===== config.mk =====
export PLATFORM = sky130hd
export DESIGN_NAME = c2c_ring_link_ctrl
export DESIGN_NICKNAME = d
export VERILOG_FILES = /design/src/rtl/c2c_ring_link_ctrl.sv
export SDC_FILE = /design/constraint.sdc
export NUM_CORES = 1
export LEC_CHECK = 0
export BUFFER_PORTS_ARGS = -buffer_cell sky130_fd_sc_hd__buf_4
export CAP_MARGIN = 25
export CELL_PAD_IN_SITES_DETAIL_PLACEMENT = 1
export CELL_PAD_IN_SITES_GLOBAL_PLACEMENT = 1
export CORE_MARGIN = 8
export CORE_UTILIZATION = 31
export CTS_CLUSTER_DIAMETER = 50
export DETAILED_ROUTE_END_ITERATION = 10
export MAX_ROUTING_LAYER = met4
export PLACE_DENSITY_LB_ADDON = 0.15
export SLEW_MARGIN = 20
export SYNTH_ARGS = -nofsm -noshare
export SYNTH_HDL_FRONTEND = slang
export SYNTH_SLANG_ARGS = --single-unit

===== constraint.sdc =====
create_clock -name clk -period 2.5 [get_ports clk]
set_clock_uncertainty 0.2 [all_clocks]
set_input_delay 0.5 -clock clk [delete_from_list [all_inputs] [get_ports clk]]
set_output_delay 0.5 -clock clk [all_outputs]
set_load 0.005 [all_outputs]

===== src/rtl/c2c_ring_link_ctrl.sv =====
// Chip-to-chip ring link controller: lock/train/ready bring-up sequencing,
// word-level round-robin onto the outbound lane and inbound word capture.
module c2c_ring_link_ctrl #(
    parameter int unsigned N_REQ         = 2,
    parameter int unsigned LOCK_STABLE   = 16,
    parameter int unsigned TRAIN_LEN     = 32,
    parameter int unsigned TRAIN_TIMEOUT = 1024,
    parameter logic [31:0] TRAIN_WORD    = 32'h7A5A_C3C3
) (
    input  logic                  clk,
    input  logic                  rst_n,
    input  logic                  local_locked,
    input  logic                  lock_in,
    output logic                  lock_out,
    input  logic                  ready_in,
    output logic                  ready_out,
    input  logic [31:0]           ring_in,
    output logic [31:0]           ring_out,
    input  logic [N_REQ-1:0]      req_valid,
    input  logic [31*N_REQ-1:0]   req_data,
    output logic [N_REQ-1:0]      req_ready,
    output logic                  rx_valid,
    output logic [30:0]           rx_data,
    output logic                  link_up,
    output logic [2:0]            state,
    output logic [7:0]            relink_cnt
);

    localparam int unsigned PTR_W   = (N_REQ > 1) ? $clog2(N_REQ) : 1;
    localparam int unsigned CNT_MAX = (LOCK_STABLE > TRAIN_LEN) ? LOCK_STABLE : TRAIN_LEN;
    localparam int unsigned CNT_W   = $clog2(CNT_MAX + 1);
    localparam int unsigned TMO_W   = $clog2(TRAIN_TIMEOUT + 1);

    typedef enum logic [2:0] {
        S_IDLE  = 3'd0,
        S_LOCK  = 3'd1,
        S_TRAIN = 3'd2,
        S_READY = 3'd3,
        S_RUN   = 3'd4
    } state_t;

    state_t             state_q, state_d;
    logic [CNT_W-1:0]   cnt_q, cnt_d;
    logic [TMO_W-1:0]   tmo_q, tmo_d;
    logic [7:0]         relink_q, relink_d;
    logic [PTR_W-1:0]   ptr_q, ptr_d;
    logic               lock_out_q, lock_out_d;
    logic               ready_out_q, ready_out_d;
    logic               link_up_q, link_up_d;
    logic [31:0]        ring_out_q, ring_out_d;
    logic               rx_valid_q, rx_valid_d;
    logic [30:0]        rx_data_q, rx_data_d;

    logic               fault_c;
    logic               fault_idle_c;
    logic               relink_inc_c;
    logic               accept_c;
    logic               grant_any_c;
    logic [PTR_W-1:0]   grant_idx_c;
    logic [PTR_W-1:0]   cand_c;
    logic [30:0]        payload_c;

    // Link fault detection; losing the local clock outranks partner loss
    always_comb begin
        fault_c      = 1'b0;
        fault_idle_c = 1'b0;
        if (state_q != S_IDLE) begin
            if (!local_locked) begin
                fault_c      = 1'b1;
                fault_idle_c = 1'b1;
            end else if (state_q != S_LOCK &&
                         (!lock_in || (state_q == S_RUN && !ready_in))) begin
                fault_c = 1'b1;
            end
        end
    end

    // Round-robin search starting one past the last granted requester
    always_comb begin
        grant_any_c = 1'b0;
        grant_idx_c = ptr_q;
        cand_c      = ptr_q;
        payload_c   = '0;
        for (int unsigned k = 1; k <= N_REQ; k++) begin
            cand_c = PTR_W'((32'(ptr_q) + k) % N_REQ);
            if (!grant_any_c && req_valid[cand_c]) begin
                grant_any_c = 1'b1;
                grant_idx_c = cand_c;
            end
        end
        for (int unsigned i = 0; i < N_REQ; i++) begin
            if (grant_idx_c == PTR_W'(i)) begin
                payload_c = req_data[31*i +: 31];
            end
        end
    end

    assign accept_c = (state_q == S_RUN) && !fault_c && grant_any_c;

    always_comb begin
        req_ready = '0;
        for (int unsigned i = 0; i < N_REQ; i++) begin
            req_ready[i] = accept_c && (grant_idx_c == PTR_W'(i));
        end
    end

    // Next state, counters and registered output values
    always_comb begin
        state_d      = state_q;
        cnt_d        = cnt_q;
        tmo_d        = tmo_q;
        relink_inc_c = 1'b0;
        if (fault_c) begin
            state_d      = fault_idle_c ? S_IDLE : S_LOCK;
            relink_inc_c = (state_q != S_LOCK);
        end else begin
            unique case (state_q)
                S_IDLE: begin
                    if (local_locked) state_d = S_LOCK;
                end
                S_LOCK: begin
                    if (!lock_in) begin
                        cnt_d = '0;
                    end else if (cnt_q == CNT_W'(LOCK_STABLE - 1)) begin
                        state_d = S_TRAIN;
                    end else begin
                        cnt_d = cnt_q + CNT_W'(1);
                    end
                end
                S_TRAIN: begin
                    tmo_d = tmo_q + TMO_W'(1);
                    if (ring_in != TRAIN_WORD) begin
                        cnt_d = '0;
                    end else if (cnt_q == CNT_W'(TRAIN_LEN - 1)) begin
                        state_d = S_READY;
                    end else begin
                        cnt_d = cnt_q + CNT_W'(1);
                    end
                    if (state_d == S_TRAIN && tmo_q == TMO_W'(TRAIN_TIMEOUT - 1)) begin
                        state_d      = S_LOCK;
                        relink_inc_c = 1'b1;
                    end
                end
                S_READY: begin
                    if (ready_in) state_d = S_RUN;
                end
                S_RUN: begin
                    state_d = S_RUN;
                end
                default: begin
                    state_d = S_IDLE;
                end
            endcase
        end
        if (state_d != state_q) begin
            cnt_d = '0;
            tmo_d = '0;
        end

        relink_d = (relink_inc_c && relink_q != 8'hFF) ? relink_q + 8'd1 : relink_q;
        ptr_d    = accept_c ? grant_idx_c : ptr_q;

        lock_out_d  = (state_d != S_IDLE);
        ready_out_d = (state_d == S_READY) || (state_d == S_RUN);
        link_up_d   = (state_d == S_RUN);
        unique case (state_d)
            S_TRAIN, S_READY: ring_out_d = TRAIN_WORD;
            S_RUN:            ring_out_d = accept_c ? {1'b1, payload_c} : 32'h0;
            default:          ring_out_d = 32'h0;
        endcase
        rx_valid_d = (state_d == S_RUN) ? ring_in[31]   : 1'b0;
        rx_data_d  = (state_d == S_RUN) ? ring_in[30:0] : rx_data_q;
    end

    always_ff @(posedge clk) begin
        if (!rst_n) begin
            state_q     <= S_IDLE;
            cnt_q       <= '0;
            tmo_q       <= '0;
            relink_q    <= '0;
            ptr_q       <= PTR_W'(N_REQ - 1);
            lock_out_q  <= 1'b0;
            ready_out_q <= 1'b0;
            link_up_q   <= 1'b0;
            ring_out_q  <= '0;
            rx_valid_q  <= 1'b0;
            rx_data_q   <= '0;
        end else begin
            state_q     <= state_d;
            cnt_q       <= cnt_d;
            tmo_q       <= tmo_d;
            relink_q    <= relink_d;
            ptr_q       <= ptr_d;
            lock_out_q  <= lock_out_d;
            ready_out_q <= ready_out_d;
            link_up_q   <= link_up_d;
            ring_out_q  <= ring_out_d;
            rx_valid_q  <= rx_valid_d;
            rx_data_q   <= rx_data_d;
        end
    end

    assign lock_out   = lock_out_q;
    assign ready_out  = ready_out_q;
    assign link_up    = link_up_q;
    assign ring_out   = ring_out_q;
    assign rx_valid   = rx_valid_q;
    assign rx_data    = rx_data_q;
    assign state      = state_q;
    assign relink_cnt = relink_q;

endmodule


; ---- Yosys cells after proc, flatten, opt, wreduce, memory -nomap -nowiden
; Cells that the tools add are included.
[classes]
n_lt_le_gt_ge = 2
n_addsub = 5
n_mux = 36
reduce_logical = 24
eq_ne = 17
n_bitwise = 3
[op_table]
columns = cell, count
row1 = 32-bit one-hot mux with 2 select lines, 1
row2 = 32-bit two-way mux, 1
row3 = "32-bit by 31-bit != test with 1-bit output, second input constant", 1
row4 = 31-bit two-way mux, 1
row5 = 3-bit two-way mux, 10
row6 = 6-bit two-way mux, 4
row7 = 1-bit two-way mux, 17
row8 = "3-bit by 2-bit equality test with 1-bit output, second input constant", 5
row9 = 3-bit one-hot mux with 5 select lines, 1
row10 = 6-bit one-hot mux with 2 select lines, 1
row11 = "11-bit by 1-bit adder with 11-bit output, second input constant", 1
row12 = "11-bit by 10-bit equality test with 1-bit output, second input constant", 1
row13 = 1-bit logical AND, 9
row14 = "8-bit by 1-bit adder with 8-bit output, second input constant", 1
row15 = "8-bit != test, second input constant", 1
row16 = "6-bit by 1-bit adder with 6-bit output, second input constant", 1
row17 = "3-bit equality test, second input constant", 2
row18 = "6-bit by 4-bit equality test with 1-bit output, second input constant", 1
row19 = "6-bit by 5-bit equality test with 1-bit output, second input constant", 1
row20 = "3-bit != test, second input constant", 2
row21 = 3-bit nonzero test, 2
row22 = 1-bit logical NOT, 4
row23 = "1-bit by 2-bit less-than comparator with 1-bit output, second input constant", 2
row24 = 2-bit AND reduction, 2
row25 = 10 further kinds, 15
[totals]
ff_bits = 96
inputBits = 101
elab_cells = 98

; ---- Longest topological paths before layout
; Gate-level depths: netlist of run 1.
[depth]
ltp_word = 16
mapped_depth = 9
mapped_depth_nobuf = 7

; ---- Worst setup path after synthesis of run 1
; OpenSTA, ideal clock, no wires.
[synth_timing]
path_kind = input-to-reg
from = input ready_in
to = register tmo_q[7]
t_required_ns = 2.184
t_arrival_ns = 2.181
stages = 7
path_slack_ns = 0.003
setup_time_ns = 0.116
path_cell_list = nor4b_1 -> o31a_1 -> and2_4 -> mux2_2 -> o31ai_4 -> buf_6 -> nor3_2
[synth_via]
elab_chain_len = 10
elab_cells_between_ends = 14
[synth_lines]
columns = element, line
row1 = start: declaration, 15  ; input logic ready_in,
row2 = 1-bit logical NOT, 72  ; (!lock_in || (state_q == S_RUN && !ready_in))) begin
row3 = 1-bit logical AND, 72
row4 = 1-bit logical OR, 72
row5 = 1-bit logical AND, 71  ; end else if (state_q != S_LOCK &&
row6 = 1-bit two-way mux, 71
row7 = 1-bit two-way mux, 68  ; if (!local_locked) begin
row8 = 1-bit two-way mux, 67  ; if (state_q != S_IDLE) begin
row9 = 3-bit two-way mux, 113  ; if (fault_c) begin
row10 = 3-bit != test, 155  ; if (state_d != state_q) begin
row11 = 2-bit OR reduction (no source line), -
row12 = end signal: assignment, 191  ; tmo_q <= tmo_d;
row13 = end: declaration, 44  ; logic [TMO_W-1:0] tmo_q, tmo_d;
; Several ways; a longest one is shown, not always the timed one.
; A chain may end at the register's enable or synchronous reset.

; ---- Worst setup path in the final report of run 1
[layout_timing]
from = register cnt_q[0]
to = register cnt_q[0]
[layout_via]
elab_chain_len = 12
elab_cells_between_ends = 24
[layout_lines]
columns = element, line
row1 = start: declaration, 43  ; logic [CNT_W-1:0] cnt_q, cnt_d;
row2 = start signal: assignment, 190  ; cnt_q <= cnt_d;
row3 = 6-bit by 5-bit equality test with 1-bit output, 134  ; end else if (cnt_q == CNT_W'(TRAIN_LEN - 1)) begin
row4 = 3-bit two-way mux, 134
row5 = 3-bit two-way mux, 132  ; if (ring_in != TRAIN_WORD) begin
row6 = 3-bit two-way mux, 117  ; unique case (state_q)
row7 = 3-bit two-way mux, 113
row8 = 3-bit by 2-bit equality test with 1-bit output, 139  ; if (state_d == S_TRAIN && tmo_q == TMO_W'(TRAIN_TIMEOUT - 1)) begin
row9 = 1-bit logical AND, 139
row10 = 3-bit two-way mux, 139
row11 = 3-bit one-hot mux with 5 select lines, 117
row12 = 3-bit two-way mux, 113
row13 = 3-bit != test, 155
row14 = 2-bit OR reduction (no source line), -
; Several ways; a longest one is shown, not always the timed one. The select of a mux whose other input is x is not followed.

==> results of run 1 <==
per-layer routing:
layer | wire, um | track usage (%) | vias up
li1 | - | - | 2124
met1 | 6170 | 18.6 | 2047
met2 | 7750 | 30.5 | 117
met3 | 1040 | 6.59 | 19
met4 | 245 | 5.62 | 0
met5 | 0 | - | -
final timing paths:
| check | from | endpoint | slack [ps] |
|---|---|---|---|
| min reg2reg | rx_data[24] | rx_data[24] | 250 |
| max | cnt_q[0] | cnt_q[0] | 50 |
| min | req_data[36] | ring_out[5] | 200 |
| max reg2reg | cnt_q[0] | cnt_q[0] | 50 |
logic make-up after synthesis:
| group | Yosys count | synth area share [%] |
|---|---|---|
| XOR/XNOR | 12 | 2.69 |
| buffers and inverters | 35 | 3.79 |
| AND/OR/NAND/NOR | 202 | 24.9 |
| adder cells (fa/ha/maj) | 3 | 0.896 |
| multiplexers | 21 | 5.05 |
| flip-flops | 96 | 45.9 |
| AO/OA/AOI/OAI | 113 | 16.8 |
repair_timing:
action                                  in CTS  in global routing
buffers inserted                             2                  2
endpoints found under the hold margin        0                  0
endpoints found under the setup margin      22                 39
pin swaps                                    3                  6
resized for setup                           18                 14
cell usage after synthesis (2+ instances only):
| master | count | area share [%] |
|---|---|---|
| sky130_fd_sc_hd__a211oi_1 | 7 | 1.3 |
| sky130_fd_sc_hd__a21oi_1 | 56 | 6.7 |
| sky130_fd_sc_hd__and2_1 | 3 | 0.45 |
| sky130_fd_sc_hd__and3_1 | 4 | 0.60 |
| sky130_fd_sc_hd__and4_1 | 2 | 0.42 |
| sky130_fd_sc_hd__and4b_2 | 3 | 0.81 |
| sky130_fd_sc_hd__buf_2 | 2 | 0.24 |
| sky130_fd_sc_hd__buf_6 | 2 | 0.54 |
| sky130_fd_sc_hd__clkbuf_1 | 22 | 2.0 |
| sky130_fd_sc_hd__dfxtp_1 | 96 | 46 |
| sky130_fd_sc_hd__ha_1 | 3 | 0.90 |
| sky130_fd_sc_hd__inv_1 | 6 | 0.54 |
| sky130_fd_sc_hd__mux2i_1 | 20 | 4.8 |
| sky130_fd_sc_hd__nand2_1 | 106 | 9.5 |
| sky130_fd_sc_hd__nand2b_1 | 3 | 0.45 |
| sky130_fd_sc_hd__nand3_1 | 10 | 1.2 |
| sky130_fd_sc_hd__nand4_1 | 4 | 0.60 |
| sky130_fd_sc_hd__nand4b_1 | 3 | 0.63 |
| sky130_fd_sc_hd__nor2_1 | 20 | 1.8 |
| sky130_fd_sc_hd__nor2b_1 | 2 | 0.30 |
| sky130_fd_sc_hd__nor3_1 | 5 | 0.60 |
| sky130_fd_sc_hd__nor3_2 | 10 | 2.4 |
| sky130_fd_sc_hd__nor4b_1 | 7 | 1.5 |
| sky130_fd_sc_hd__o21ai_0 | 26 | 3.1 |
| sky130_fd_sc_hd__o31a_1 | 2 | 0.42 |
| sky130_fd_sc_hd__o31ai_1 | 2 | 0.36 |
| sky130_fd_sc_hd__or3_1 | 7 | 1.0 |
| sky130_fd_sc_hd__or3b_1 | 2 | 0.42 |
| sky130_fd_sc_hd__or4_1 | 2 | 0.36 |
| sky130_fd_sc_hd__xnor2_1 | 5 | 1.0 |
| sky130_fd_sc_hd__xor2_1 | 6 | 1.3 |
flip-flops by register name, summed over array words and instances (netlist names):
register	count
ring_out	32
rx_data	31
tmo_q	11
relink_cnt	8
cnt_q	6
state	3
link_up	1
lock_out	1
ptr_q	1
ready_out	1
rx_valid	1
stage by stage:
| step | instance area, um2 | total power, mW | utilization [%] | hold slack [ps] |
|---|---|---|---|---|
| 3_5_place_dp | 6080 | 1.92 | 45.9 | 248 |
| 3_3_place_gp | 6080 | 1.91 | 45.9 | 244 |
| 4_1_cts | 6470 | 3.37 | 48.9 | 187 |
| 2_1_floorplan | 4190 | 1.70 | - | 251 |
| 6_report | 6540 | 3.33 | 49.4 | 198 |
| 5_1_grt | 6540 | 3.47 | 49.4 | 196 |
final cells by class:
class	count	area, um2
inverters	7	26.3
clock inverters	4	70.1
multi-input cells	351	2220
well taps	176	220
clock buffers	11	233
fillers	1572	6700
flip-flops and latches	96	1930
repair buffers	238	1840
report_power, final:
| group | switching [mW] | leakage, nW | internal [mW] |
|---|---|---|---|
| logic | 0.152 | 1.88 | 0.196 |
| clock network | 0.574 | 0.149 | 0.868 |
| registers | 0.00748 | 0.776 | 1.54 |
| total | 0.734 | 2.81 | 2.60 |
placed cells by master, fill, tap and decap left out, types with 2 or more instances in the layout:
cell	synthesis	routed
sky130_fd_sc_hd__nand4b_1	3	3
sky130_fd_sc_hd__clkbuf_16	0	9
sky130_fd_sc_hd__nand2_1	106	106
sky130_fd_sc_hd__buf_4	0	233
sky130_fd_sc_hd__nor3_2	10	11
sky130_fd_sc_hd__nor2_1	20	19
sky130_fd_sc_hd__buf_12	0	4
sky130_fd_sc_hd__or3_1	7	7
sky130_fd_sc_hd__nand4_1	4	4
sky130_fd_sc_hd__nor2b_1	2	2
sky130_fd_sc_hd__mux2i_1	20	20
sky130_fd_sc_hd__nor3_1	5	3
sky130_fd_sc_hd__xnor2_1	5	5
sky130_fd_sc_hd__a211oi_2	1	6
sky130_fd_sc_hd__a21oi_1	56	56
sky130_fd_sc_hd__and3_1	4	4
sky130_fd_sc_hd__inv_1	6	6
sky130_fd_sc_hd__dfxtp_2	0	6
sky130_fd_sc_hd__and4_1	2	2
sky130_fd_sc_hd__ha_1	3	2
sky130_fd_sc_hd__o31ai_1	2	2
sky130_fd_sc_hd__o21ai_1	0	3
sky130_fd_sc_hd__nor4b_1	7	3
sky130_fd_sc_hd__or3b_4	0	2
sky130_fd_sc_hd__nor4b_2	0	4
sky130_fd_sc_hd__clkbuf_1	22	2
sky130_fd_sc_hd__or4_1	2	2
sky130_fd_sc_hd__nand3_1	10	10
sky130_fd_sc_hd__and2_1	3	3
sky130_fd_sc_hd__a211oi_4	1	2
sky130_fd_sc_hd__nand2b_1	3	3
sky130_fd_sc_hd__bufinv_16	0	2
sky130_fd_sc_hd__xor2_1	6	6
sky130_fd_sc_hd__o31a_1	2	2
sky130_fd_sc_hd__clkinv_2	0	2
sky130_fd_sc_hd__and4b_2	3	3
sky130_fd_sc_hd__o21ai_0	26	23
sky130_fd_sc_hd__dfxtp_1	96	90
tightest hold or removal path, delay by kind of cell:
| kind | cells | cell delay (ps) |
|---|---|---|
| buffers and inverters | 1 | 110 |
| AO/OA/AOI/OAI | 1 | 50 |
| AND/OR/NAND/NOR | 1 | 40 |
==> results_dict.tcl, run 1 <==
set metrics [dict create \
    critical_path.max_fanout 17 \
    final.setup.tns_ps 0 \
    floorplan.core_area_um2 13200 \
    final_wirelength_um 15200 \
    final_net_count 807 \
    crit_cells 8 \
    core.rowCount 42 \
    criticalPathCategory "reg2reg" \
    finalWorstPathRequiredPeriod_ps 2450 \
    floorplan.die.height_um 132 \
    num_antenna_cells 0 \
    irDropWorstVdd_mv 0.275 \
    rsz0062_at_grt "yes" \
    cts_max_level 3 \
    io_buffer_count 180 \
    yosys_register_bits 96 \
    fmaxAchievable_mhz 409 \
    setup_ws_ps 53.2 \
    dp_cells 864 \
    vias 4307 \
    cts_sinks 96 \
    period_share_pct 97.9 \
    timing.critical_path.arrival_ps 2510 \
    i_o_pins 181 \
    grt_overflow_total 0 \
    final_layout_size_suffix_gt1_share_pct 43.0 \
    max-clock-path-buffers 2 \
    yosysWarningCount 0 \
    cpPeakStageDelay_ps 420 \
    place_ws_ps -527 \
    required_time_of_the_critical_path_ps 2560 \
    gp_routability_congestion 0.785 \
    reg2regPathDepth 8 \
    viasPerCell 4.88 \
    numCtsBuffers 9 \
    postSynthAreaPerCell_um2 8.69 \
    crit_buf_inv 1 \
    first_global_vias 4733 \
    outcome "completed" \
    critical_path.slowest_cell "sky130_fd_sc_hd__or3_4" \
    critPathCaptureType "flop" \
    clock_latency_ps 350 \
    count_of_antenna_violating_nets_left_after_detailed_routing 0 \
    die_w_um 132 \
    syn_inst 482 \
    setup_violations 0 \
    cts_tree "yes" \
    dp_hpwl_um 11800 \
    synth_flop_cell "sky130_fd_sc_hd__dfxtp_1" \
    grt_usage_pct 17.8 \
    post_synth_num_cell_types 65 \
    worst-slew-pin-transition_ps 602 \
    worstHoldPathCells 3 \
    yosysSeqAreaShare_pct 45.9 \
    residual_drc_count 0 \
    report.final.hold_viol_count 0 \
    fp.dieArea_um2 17500 \
    wire_per_inst_um 17.2 \
    postSynth.asyncResetShare_pct 0 \
    first_iter_violations 181 \
    cp-start-kind "flop" \
    report.final.slew_viol_count 0 \
    area_growth_syn_to_layout_pct 56.1 \
    worstHoldPathType "in2reg" \
    detailedRoute.firstPassIterationCount 4 \
    initial_utilization_pct 31.6 \
    cts_hold_buf 0 \
    clk_pin_slew_ps 60 \
    grt_start_max_net_pins 45 \
    critPathTopFamily "simple AND/OR/NAND/NOR gates" \
    synth_nets 586 \
    synth_enable_flop_cells 0 \
    slew-limit-headroom_pct 59.3 \
    cp_cell_sequence "ha_4, nand3_2, or3b_4, or3_4, a211oi_4, xnor2_2, buf_12, a211oi_2" \
    leakage_nw 2.81 \
    clock-root-buffer "sky130_fd_sc_hd__clkbuf_16" \
    grt_first_pass_wirelength_um 24500 \
    drv.max_cap_violation_count 0 \
    grt_antenna_before_repair 0 \
    synthesized_area_um2 4190 \
    layout.cells.non_filler 883 \
    power.density_nw_per_um2 510 \
]
(Power assumes the default switching activity.)
==> run 2, diff against run 1 <==
--- a/config.mk
+++ b/config.mk
@@ -10,8 +10,9 @@
 export CELL_PAD_IN_SITES_DETAIL_PLACEMENT = 1
 export CELL_PAD_IN_SITES_GLOBAL_PLACEMENT = 1
 export CORE_MARGIN = 8
-export CORE_UTILIZATION = 31
+export CORE_UTILIZATION = 34
 export CTS_CLUSTER_DIAMETER = 50
+export CTS_CLUSTER_SIZE = 10
 export DETAILED_ROUTE_END_ITERATION = 10
 export MAX_ROUTING_LAYER = met4
 export PLACE_DENSITY_LB_ADDON = 0.15
==> constraint.sdc (replaced) <==
create_clock -name clk -period 3.1 [get_ports clk]
set_clock_uncertainty 0.2 [all_clocks]
set_input_delay 0.62 -clock clk [delete_from_list [all_inputs] [get_ports clk]]
set_output_delay 0.62 -clock clk [all_outputs]
set_load 0.005 [all_outputs]
==> results_dict.tcl, run 2 (synthesized netlist as in run 1, its figures left out) <==
set metrics [dict create \
    clock_latency_ps 340 \
    final_net_count 765 \
    io_buffer_count 180 \
    detailedRoute.firstPassIterationCount 4 \
    total_power_mw 2.62 \
    viasPerCell 5.13 \
    cts_setup_buffers 0 \
    rsz0062_at_grt "no" \
    cpPeakStageDelay_ps 600 \
    die_w_um 127 \
    mostFrequentLayoutCells "sky130_fd_sc_hd__buf_4, sky130_fd_sc_hd__nand2_1, sky130_fd_sc_hd__dfxtp_1" \
    final.setup.tns_ps 0 \
    dp_cells 797 \
    final_wirelength_um 14400 \
    initial_utilization_pct 34.9 \
    grt_usage_pct 18.3 \
    first_global_vias 4489 \
    grt_overflow_total 0 \
    drv.max_cap_violation_count 0 \
    outcome "completed" \
    cts_sinks 96 \
    layout.cells.non_filler 813 \
    clk_pin_slew_ps 70 \
    residual_drc_count 0 \
    fmaxAchievable_mhz 352 \
    cts_max_level 3 \
    core.rowCount 40 \
    num_antenna_cells 0 \
    i_o_pins 181 \
    worstReg2RegEnd "ring_out[28]" \
    grt_start_max_net_pins 45 \
    setup_violations 0 \
    cp_cell_sequence "nor4b_1, nor3_1, o2111ai_1, nor2_1, buf_4" \
    setup.worst_path.start "state[1]" \
    numCtsBuffers 9 \
    area_growth_syn_to_layout_pct 44.2 \
    worstHoldPathType "reg2reg" \
    required_time_of_the_critical_path_ps 2280 \
    floorplan.die.height_um 127 \
    dp_hpwl_um 11400 \
    critical_path.max_fanout 14 \
    cts_tree "yes" \
    grt_first_pass_wirelength_um 22900 \
    report.final.slew_viol_count 0 \
    worst-slew-pin-transition_ps 514 \
    critPathCaptureType "output pin" \
    final_layout_size_suffix_gt1_share_pct 36.2 \
    gp_routability_congestion 0.775 \
    grt_antenna_before_repair 0 \
    timing.critical_path.arrival_ps 2020 \
    post_cts_resized 0 \
    max_ffs_per_register 32 \
    fp.dieArea_um2 16100 \
    max-clock-path-buffers 2 \
    power.density_nw_per_um2 434 \
    wire_per_inst_um 17.7 \
    period_share_pct 91.5 \
    finalWorstPathRequiredPeriod_ps 2840 \
    irDropWorstVdd_mv 0.188 \
    slew-limit-headroom_pct 65.2 \
    cp-start-kind "flop" \
    timing.hold.ws_ps 258 \
    cts_hold_buf 0 \
    vias 4168 \
    critical_path.slowest_cell "sky130_fd_sc_hd__dfxtp_1" \
    clock-root-buffer "sky130_fd_sc_hd__clkbuf_16" \
    reg2reg_from "cnt_q[0]" \
    floorplan.core_area_um2 12000 \
    crit_path_end "req_ready[1]" \
    first_iter_violations 174 \
    timing.reg2reg.setup_slack_ps 480 \
    leakage_nw 2.56 \
    mostFrequentLayoutCell "sky130_fd_sc_hd__buf_4" \
    report.final.hold_viol_count 0 \
    criticalPathCategory "reg2out" \
    reg2regPathDepth 9 \
    count_of_antenna_violating_nets_left_after_detailed_routing 0 \
]
run 2: cell types whose count changed in the layout (fill, tap and decap cells not counted), moves of 5 or more:
| cell | before | now |
|---|---|---|
| sky130_fd_sc_hd__buf_4 | 233 | 194 |
| sky130_fd_sc_hd__a211oi_1 | 1 | 7 |
| sky130_fd_sc_hd__dfxtp_1 | 90 | 96 |
| sky130_fd_sc_hd__dfxtp_2 | 6 | 0 |
| sky130_fd_sc_hd__a211oi_2 | 6 | 1 |
run 2: cell type report:
type / count / area [um2]
inverter: 7 / 26.3
multi-input combinational: 351 / 2110
timing repair buffer: 196 / 1500
sequential: 96 / 1920
fill: 1450 / 5970
clock inverter: 6 / 66.3
clock buffer: 10 / 239
tap: 147 / 184
run 2: worst min path at each step:
stage	end	slack, ps	startpoint	cells past startpoint
after floorplan	cnt_q[1]	250	cnt_q[1]	2
after global placement	rx_data[10]	240	rx_data[10]	2
after detailed placement	rx_data[15]	250	rx_data[15]	2
after CTS	rx_data[15]	260	rx_data[15]	2
after global routing	rx_data[15]	290	rx_data[15]	2
final	rx_data[15]	260	rx_data[15]	2
run 2: per-layer routing:
layer	up-vias	track usage (%)	routed length, um
met3	18	7.49	1260
met1	1987	18.8	5650
li1	2047	-	-
met2	116	30.9	7230
met5	-	-	0
met4	0	7.14	282
run 2: through the flow:
stage	utilization [%]	setup WS (ps)	instance area, um2
2_1_floorplan	-	483	4190
3_3_place_gp	47.8	217	5740
3_5_place_dp	47.8	169	5740
4_1_cts	50.3	239	6040
5_1_grt	50.3	50.7	6040
6_report	50.3	262	6040
run 2: power by group:
part           leakage, nW  total, mW  switching [mW]  internal, mW
clock network        0.141       1.13           0.483         0.649
registers            0.774       1.24         0.00697          1.24
logic                 1.64      0.246           0.109         0.137
run 2: worst max-delay path: cells and delay by family (launching register included):
| family | cells | cell delay, ps |
|---|---|---|
| simple gates | 3 | 680 |
| compound gates | 1 | 260 |
| buf+inv | 1 | 140 |
| flops | 1 | 600 |
==> run 3, diff against run 2 <==
--- a/config.mk
+++ b/config.mk
@@ -9,7 +9,7 @@
 export CAP_MARGIN = 25
 export CELL_PAD_IN_SITES_DETAIL_PLACEMENT = 1
 export CELL_PAD_IN_SITES_GLOBAL_PLACEMENT = 1
-export CORE_MARGIN = 8
+export CORE_MARGIN = 3
 export CORE_UTILIZATION = 34
 export CTS_CLUSTER_DIAMETER = 50
 export CTS_CLUSTER_SIZE = 10
==> constraint.sdc (replaced) <==
create_clock -name clk -period 3.3 [get_ports clk]
set_clock_uncertainty 0.2 [all_clocks]
set_input_delay 0.66 -clock clk [delete_from_list [all_inputs] [get_ports clk]]
set_output_delay 0.66 -clock clk [all_outputs]
set_load 0.005 [all_outputs]
==> results_dict.tcl, run 3 (synthesized netlist as in run 1, its figures left out) <==
set metrics [dict create \
    setup_ws_ps 249 \
    drv.max_cap_violation_count 0 \
    criticalPathCategory "reg2out" \
    mostFrequentLayoutCells "sky130_fd_sc_hd__buf_4, sky130_fd_sc_hd__nand2_1, sky130_fd_sc_hd__dfxtp_1" \
    clk_pin_slew_ps 60 \
    setup_violations 0 \
    area_growth_syn_to_layout_pct 42.2 \
    floorplan.core_area_um2 11700 \
    floorplan.die.height_um 117 \
    critPathTopFamily "simple AND/OR/NAND/NOR gates" \
    gp_routability_congestion 0.873 \
    mostFrequentLayoutCell "sky130_fd_sc_hd__buf_4" \
    fp.dieArea_um2 13700 \
    final_net_count 761 \
    core.rowCount 39 \
    count_of_antenna_violating_nets_left_after_detailed_routing 0 \
    cts_setup_buffers 0 \
    residual_drc_count 0 \
    fmaxAchievable_mhz 328 \
    cts_tree "yes" \
    postLayoutCellArea_um2 5960 \
    i_o_pins 181 \
    grt_overflow_total 0 \
    cts_max_level 3 \
    dpl_cell_area_um2 5670 \
    power.share.combinational_pct 9.4 \
    post_cts_resized 0 \
    report.final.slew_viol_count 0 \
    total_power_mw 2.42 \
    report.final.hold_viol_count 0 \
    leakage_nw 2.52 \
    timing.critical_path.arrival_ps 2190 \
    cts_sinks 96 \
    num_antenna_cells 0 \
    max-clock-path-buffers 2 \
    cpPeakStageDelay_ps 610 \
    clock_latency_ps 350 \
    die_w_um 117 \
    outcome "completed" \
    net_sw_power_mw 0.536 \
    period_share_pct 92.5 \
    grt_usage_pct 21.7 \
    first_global_vias 4379 \
    worst-slew-pin-transition_ps 683 \
    critical_path.max_fanout 14 \
    pwr-share-clk_pct 42.3 \
    initial_utilization_pct 35.8 \
    final_wirelength_um 14200 \
    detailedRoute.firstPassIterationCount 4 \
    required_time_of_the_critical_path_ps 2440 \
    grt_first_pass_wirelength_um 22500 \
    numCtsBuffers 9 \
    worstHoldPathType "reg2reg" \
    irDropWorstVdd_mv 0.170 \
    cp_cell_sequence "nor4b_1, nor3_1, o2111ai_1, nor2_1, buf_4" \
    dp_hpwl_um 10800 \
    finalWorstPathRequiredPeriod_ps 3050 \
    wire_per_inst_um 17.8 \
    timing.hold.ws_ps 256 \
    place_ws_ps 34.5 \
    final_layout_size_suffix_gt1_share_pct 35.2 \
    rsz0062_at_grt "no" \
    layout.cells.non_filler 802 \
    fillCellCount 1414 \
    viasPerCell 5.23 \
    power.share.switching_pct 22.2 \
    cts_hold_buf 0 \
    critical_path.slowest_cell "sky130_fd_sc_hd__dfxtp_1" \
    slew-limit-headroom_pct 54.2 \
    grt_antenna_before_repair 0 \
    grt_start_max_net_pins 45 \
    dp_cells 788 \
    vias 4191 \
    finalCoreUtilization_pct 50.9 \
    p_int_mw 1.88 \
    critPathCaptureType "output pin" \
    final.setup.tns_ps 0 \
    crit_buf_inv 1 \
    io_buffer_count 180 \
    clock-root-buffer "sky130_fd_sc_hd__clkbuf_16" \
    power.share.sequential_pct 48.3 \
    cp-start-kind "flop" \
    first_iter_violations 145 \
    max_ffs_per_register 32 \
    power.density_nw_per_um2 406 \
]
## run 3: cell types whose count changed in the layout (fill, tap and decap cells not counted), sizes merged
cell,before,now
clkinvlp,3,0
clkbuf,10,12
inv,8,7
clkinv,1,0
buf,196,192
## run 3: metal layers
metal	up-vias	GRT usage [%]	routed length, um
li1	2039	-	-
met1	1981	24.8	5670
met2	149	36.1	7070
met3	22	6.38	1190
met4	0	7.95	314
met5	-	-	0
## run 3: worst register-to-register path: stages, from the launching register on
cell                       delay (ps)
sky130_fd_sc_hd__dfxtp_1          380
sky130_fd_sc_hd__ha_1             250
sky130_fd_sc_hd__nand3_2          110
sky130_fd_sc_hd__or3b_1           400
sky130_fd_sc_hd__or3_4            380
sky130_fd_sc_hd__a211oi_4         310
sky130_fd_sc_hd__xnor2_2          260
sky130_fd_sc_hd__buf_6            230
sky130_fd_sc_hd__a211oi_1         200
## run 3: power by group through the flow
stage               combinational (mW)  sequential (mW)  clock [mW]
finish                           0.227             1.17        1.02
global route                     0.248             1.17        1.09
CTS                              0.228             1.17        1.05
detailed placement               0.227             1.19           0
global placement                 0.219             1.19           0
floorplan                       0.0914             1.19           0
## run 3: layout make-up
type | instances | area [um2] | area share, %
clock buffer | 12 | 246 | 4.14
multi-input combinational | 351 | 2110 | 35.4
sequential | 96 | 1920 | 32.3
inverter | 7 | 26.3 | 0.441
clock inverter | 1 | 30.0 | 0.504
tap | 143 | 179 | 3.00
timing repair buffer | 192 | 1450 | 24.3
## run 3: path summary, 6_finish.rpt
path                            cells past startpoint            to  slack (ps)        from
worst min-delay path                                2    rx_data[0]         260  rx_data[0]
worst max register to register                      8      cnt_q[0]         510    cnt_q[0]
worst max-delay path                                5  req_ready[1]         250    state[1]
worst min register to register                      2    rx_data[0]         260  rx_data[0]
